===== src/rtl/mux8_scan_ctrl.sv =====
// mux8_scan_ctrl
// Scan sequencer for an 8:1 single-bit mux. It steps the select lines through
// channels 0..7 and holds each channel for SETTLE+1 cycles. In the last cycle
// of each hold it samples Y. After channel 7 it publishes the 8 samples as one
// snapshot word. A scan is started by a start pulse while idle. While cont is
// high, scans repeat back-to-back.
//
// Ports
//   clk    : clock, rising edge
//   rst    : asynchronous reset, active high
//   start  : begin a scan (only honoured in IDLE, or at the end of a scan)
//   cont   : continuous mode; sampled at the end of each scan
//   Y      : mux output, combinational from S2..S0
//   S2..S0 : registered mux select, {S2,S1,S0} == current channel
//   busy   : scan in progress
//   done   : one-cycle pulse, high in the cycle that data is updated
//   data   : snapshot, data[k] = Y sampled with select k
module mux8_scan_ctrl #(
    parameter int unsigned SETTLE = 2   // legal 1..15
) (
    input  logic       clk,
    input  logic       rst,
    input  logic       start,
    input  logic       cont,
    input  logic       Y,
    output logic       S0,
    output logic       S1,
    output logic       S2,
    output logic       busy,
    output logic       done,
    output logic [7:0] data
);

    localparam logic [1:0] ST_IDLE   = 2'd0;
    localparam logic [1:0] ST_SETTLE = 2'd1;
    localparam logic [1:0] ST_SAMPLE = 2'd2;

    localparam logic [3:0] CNT_LAST = 4'(SETTLE - 1);

    logic [1:0] state;
    logic [2:0] ch;
    logic [3:0] cnt;
    logic [7:0] shadow;
    logic [7:0] shadow_nxt;

    // Shadow with the current channel's sample merged in. On channel 7 this
    // is the completed snapshot, so data can load it in the same edge.
    always_comb begin
        shadow_nxt     = shadow;
        shadow_nxt[ch] = Y;
    end

    always_ff @(posedge clk or posedge rst) begin
        if (rst) begin
            state  <= ST_IDLE;
            ch     <= 3'd0;
            cnt    <= 4'd0;
            shadow <= 8'h00;
            data   <= 8'h00;
            done   <= 1'b0;
        end else begin
            done <= 1'b0;
            case (state)
                ST_IDLE: begin
                    ch <= 3'd0;
                    if (start) begin
                        cnt   <= 4'd0;
                        state <= ST_SETTLE;
                    end
                end
                // SETTLE cycles here plus the single SAMPLE cycle give a
                // channel period of SETTLE+1 with a stable select.
                ST_SETTLE: begin
                    cnt <= cnt + 4'd1;
                    if (cnt == CNT_LAST)
                        state <= ST_SAMPLE;
                end
                ST_SAMPLE: begin
                    shadow <= shadow_nxt;
                    cnt    <= 4'd0;
                    if (ch != 3'd7) begin
                        ch    <= ch + 3'd1;
                        state <= ST_SETTLE;
                    end else begin
                        data  <= shadow_nxt;
                        done  <= 1'b1;
                        ch    <= 3'd0;
                        state <= (cont || start) ? ST_SETTLE : ST_IDLE;
                    end
                end
                default: state <= ST_IDLE;
            endcase
        end
    end

    assign {S2, S1, S0} = ch;
    assign busy         = (state != ST_IDLE);

endmodule


===== config.mk =====
export PLATFORM = sky130hd
export DESIGN_NAME = mux8_scan_ctrl
export DESIGN_NICKNAME = d
export VERILOG_FILES = /design/src/rtl/mux8_scan_ctrl.sv
export SDC_FILE = /design/constraint.sdc
export NUM_CORES = 1
export LEC_CHECK = 0
export ABC_AREA = 1
export CAP_MARGIN = 20
export CORE_MARGIN = 5
export CORE_UTILIZATION = 45
export CTS_CLUSTER_DIAMETER = 200
export DETAILED_ROUTE_END_ITERATION = 8
export GPL_TIMING_DRIVEN = 0
export PLACE_DENSITY_LB_ADDON = 0.05
export SETUP_SLACK_MARGIN = 0.1
export SYNTH_ARGS = -nofsm -noshare
export SYNTH_HDL_FRONTEND = slang
export SYNTH_SLANG_ARGS = --single-unit

===== constraint.sdc =====
create_clock -name clk -period 2.2 [get_ports clk]
set_clock_uncertainty 0.05 [all_clocks]
set_input_delay 0.22 -clock clk [delete_from_list [all_inputs] [get_ports clk]]
set_output_delay 0.22 -clock clk [all_outputs]
set_load 0.02 [all_outputs]

Yosys cells after proc, flatten, opt, wreduce, memory -nomap -nowiden
Cells that the tools add are included.

Register bits after elaboration: 26. Word-level logic and storage cells: 40.

Add/sub/neg operators: 2. $lt $le $gt $ge: 2. Eq/ne operators: 6. Multiplexer cells: 14. Bitwise operators: 1. Reductions and logical operators: 9.

Operators with widths (number): $pmux W4 S3 (1); $bwmux W8 (1); $pmux W2 S3 (1); $pmux W3 S2 (1); $reduce_and A2 Y1 (3); $mux W1 (5); $add A4 B1 Y4 const B (1); $eq A4 B1 Y1 const B (1); $lt A3 B4 Y1 const B (1); $mux W2 (2); $mux W4 (1); $ne A2 B2 Y1 const B (2); $reduce_bool A2 Y1 (2); $add A3 B1 Y3 const B (1); $demux W1 S3 (1); $ge A3 B1 Y1 const B (1); $mux W3 (1); $ne A3 B3 Y1 const B (1); $reduce_bool A3 Y1 (1); $eq A2 B1 Y1 const B (1); $eq A2 B2 Y1 const B (1); $logic_not A2 Y1 (1); $logic_and A1 B1 Y1 (1); $logic_or A1 B1 Y1 (1); $not A1 Y1 (1).

Longest topological paths before layout
Depth in word-level cells: 5. Depth in mapped cells: 7. Depth with buffers taken out: 7.

Least setup slack after synthesis
OpenSTA, ideal clock, no wires.

Path kind: register to register. From: reg ch[1]. To: reg data[0]. Setup time: 65 ps. Arrival: 1286 ps. Data required time: 2085 ps. Slack: 799 ps. Stages on the path, launching flop included: 8. Buffers on the path: 0. Cells stage by stage: dfrtp_1 -> ha_1 -> ha_1 -> inv_1 -> nor2_8 -> inv_4 -> nand2_1 -> nand2_1.

Word-level cells in the longest chain between the ends: 5. Elaborated cells on any way between the ends: 9. Those cells by class: order compare (2); eq/ne (1); mux (3); bitwise (1); reduce/logical (2).

RTL lines: start, declared (RTL line 41) `logic [2:0] ch;`; start signal, assigned (RTL line 82) `ch <= ch + 3'd1;`; $lt A3 B4 Y1 (implied by the code) or $ge A3 B1 Y1 (tied branches) (RTL line 50) `shadow_nxt[ch] = Y;`; $logic_and A1 B1 Y1 (implied by the code) (RTL line 50); $mux W1 (implied by the code) (RTL line 50); $demux W1 S3 (RTL line 50); $bwmux W8 (RTL line 50); end signal, assigned (RTL line 85) `data <= shadow_nxt;`; end, declared (RTL line 31) `output logic [7:0] data`.

Parallel ways exist; a longest one is shown, timed or not. A chain may end at the register's enable or synchronous reset.

Final worst setup path
From: reg state[1]. To: out busy.

Word-level cells in the longest chain between the ends: 1.

RTL lines: start, declared (RTL line 40) `logic [1:0] state;`; start signal, assigned (RTL line 88) `state <= (cont || start) ? ST_SETTLE : ST_IDLE;`; $reduce_bool A2 Y1 (RTL line 97) `assign busy = (state != ST_IDLE);`; end, declared (RTL line 29) `output logic busy,`.

No other way between the ends.

==> results.json <==
{
  "h-tree-depth": 1,
  "postCtsSetupRepairBufs": 0,
  "p_comb_share_pct": 36.9,
  "ys_warn_count": 0,
  "globalRouteMet2Util_pct": 21.4,
  "tightest_slew_ps": 256,
  "worstPathMaxFanout": 5,
  "slew_viol_final": 0,
  "timing.rr.end": "data[5]",
  "grt_max_degree": 27,
  "wirelength_mm": 2.64,
  "final_antenna_net_count": 0,
  "grt_pass1_wl_mm": 4.82,
  "cts_buffers": 3,
  "end_kind": "output pin",
  "grt.busiest_layer": "met2",
  "critical-path-slowest-cell": "clkdlybuf4s50_1",
  "setup-violations-final": 0,
  "routedWlPerCell_um": 12.2,
  "crit_required_ps": 1930,
  "synth.avg_cell_area_um2": 8.08,
  "grt_util_met1_pct": 20.2,
  "grt_overflow_total": 0,
  "min_path_type": "primary input to asynchronous set/reset pin",
  "slew_headroom_pct": 82.9,
  "hold_violations": 0,
  "synth_nets": 173,
  "grt.total_usage_pct": 14.3,
  "drc": 0,
  "max-cap-violations": 0,
  "rsz0062_at_grt": "no",
  "p_leak_nw": 0.850,
  "tritoncts": "done",
  "fill_cells": 251,
  "critical_path_class": "flop to output pin",
  "synthCells": 164,
  "ir_drop_mv": 0.649,
  "ys_types": 21,
  "swShare_pct": 36.9,
  "dr.pass1.iters": 5,
  "power.total_mw": 1.65,
  "p_int_mw": 1.04,
  "placementRows": 19,
  "hpwl_mm": 1.95,
  "powerDensity_nw_per_um2": 1020,
  "io_buffers": 17,
  "seq_area_frac_synth_pct": 49.1,
  "diodes": 0,
  "ioPinCount": 18,
  "path_clk_slew_ps": 140,
  "synthesis.area_um2": 1330,
  "num_vias": 1091,
  "p_clk_share_pct": 19.5,
  "cts_buffer_depth": 2,
  "path_cells": "inv_1 -> nand2_1 -> clkdlybuf4s50_1",
  "use_met3_pct": 2.63,
  "drtIter0Drc": 71,
  "holdBufCountCts": 0,
  "worstPathArrival_ps": 1600,
  "setup_slack_ps": 327,
  "final_cell_mix": "nand2_1 (58), nand3_1 (27), dfrtp_1 (26)",
  "fp.dieW_um": 64.3,
  "die_area_um2": 4130,
  "status": "completed",
  "finalCritPeriodShare_pct": 85.1,
  "p_sw_uw": 608,
  "dp_slack_ps": 682,
  "drive_gt1_share_pct": 10.2,
  "synth-seq-cells": 26,
  "nNetsFinal": 196,
  "syn_to_final_growth_pct": 21.8,
  "dieHeight_um": 64.3,
  "clk_latency_ps": 310,
  "min_period_ps": 1870,
  "rrSetupSlack_ps": 730,
  "root_buffer": "clkbuf_4",
  "r2r_start": "ch[1]",
  "grt_pass1_vias": 1061,
  "coreArea_um2": 2780,
  "antenna_found_initial": 0,
  "initial_core_util_pct": 47.6,
  "cp-start-kind": "flop",
  "gp_routability_congestion": 0.718,
  "vias_per_cell": 5.03,
  "seq_power_share_pct": 43.6,
  "reg2reg_depth": 7,
  "critPathLaunch": "state[1]",
  "fmax_mhz": 534,
  "slowest_delay_ps": 620,
  "finalSetupTns_ps": 0,
  "cts_resized": 0,
  "cts.sinks": 26,
  "final_common_cell": "nand2_1"
}
[cell families after synthesis]
group / synth area share (%)
AO/OA/AOI/OAI: 2.93
buffers and inverters: 7.55
flip-flops: 49.1
AND/OR/NAND/NOR: 36.6
adder cells (fa/ha/maj): 3.78
[registers in the layout, indices dropped and copies added, names as in the netlist]
register,count
data,8
shadow,8
cnt,4
ch,3
state,2
done,1
[metal layers]
layer	share of wire, %	wire length, µm
met2	46	1230
met4	1.4	37
met1	49	1290
met3	3.0	80
met5	0	0
[how the worst max path moves through the flow]
stage,to,depth (start not counted)
after global routing,busy,3
after floorplan,data[0],7
final,busy,3
after CTS,busy,3
after detailed placement,busy,3
after global placement,busy,3
[stage by stage]
step	hold WS, ps	std cells	utilization [%]	area [µm²]
floorplan	210	164	-	1330
global placement	412	212	55.2	1530
detailed placement	415	212	55.2	1530
CTS	383	216	57.0	1590
global route	14.3	217	58.0	1610
finish	28.0	217	58.0	1610
[synth_stat cells]
master,instances,share of area [%]
ha_1,4,3.8
o21bai_1,2,1.1
o21ai_0,1,0.38
buf_2,3,1.1
nor2_1,6,1.7
inv_1,15,4.2
or2_2,1,0.47
or2_1,2,0.94
nand3_2,1,0.76
nand4_1,7,3.3
buf_6,1,0.85
o21ai_2,1,0.66
nor2_2,1,0.47
inv_4,1,0.47
nor2_8,1,1.5
nand2_1,58,16
dfrtp_1,26,49
nand2_4,1,0.85
o21ai_1,2,0.76
nand3_1,27,10
inv_2,3,0.85
[area by class of cell]
class	count	area (µm²)	area share, %
well taps	31	38.8	2.40
multi-input cells	115	574	35.6
flip-flops and latches	26	651	40.3
plain buffers	4	26.3	1.63
repair buffers	18	198	12.2
clock inverters	1	30.0	1.86
clock buffers	3	22.5	1.40
inverters	19	73.8	4.57
[worst max-delay path, delay by kind of cell, from the launching register on]
kind                   cells  cell delay [ps]
buffers and inverters      2              680
flip-flops                 1              490
AND/OR/NAND/NOR            1              110
[power groups by stage]
| stage | Clock [mW] | Sequential, mW | Combinational, mW |
|---|---|---|---|
| floorplan | 0 | 0.724 | 0.440 |
| global placement | 0 | 0.722 | 0.584 |
| detailed placement | 0 | 0.730 | 0.604 |
| CTS | 0.337 | 0.719 | 0.608 |
| global route | 0.362 | 0.741 | 0.709 |
| finish | 0.321 | 0.719 | 0.607 |
Note: power is estimated with default switching activity, not from simulation.
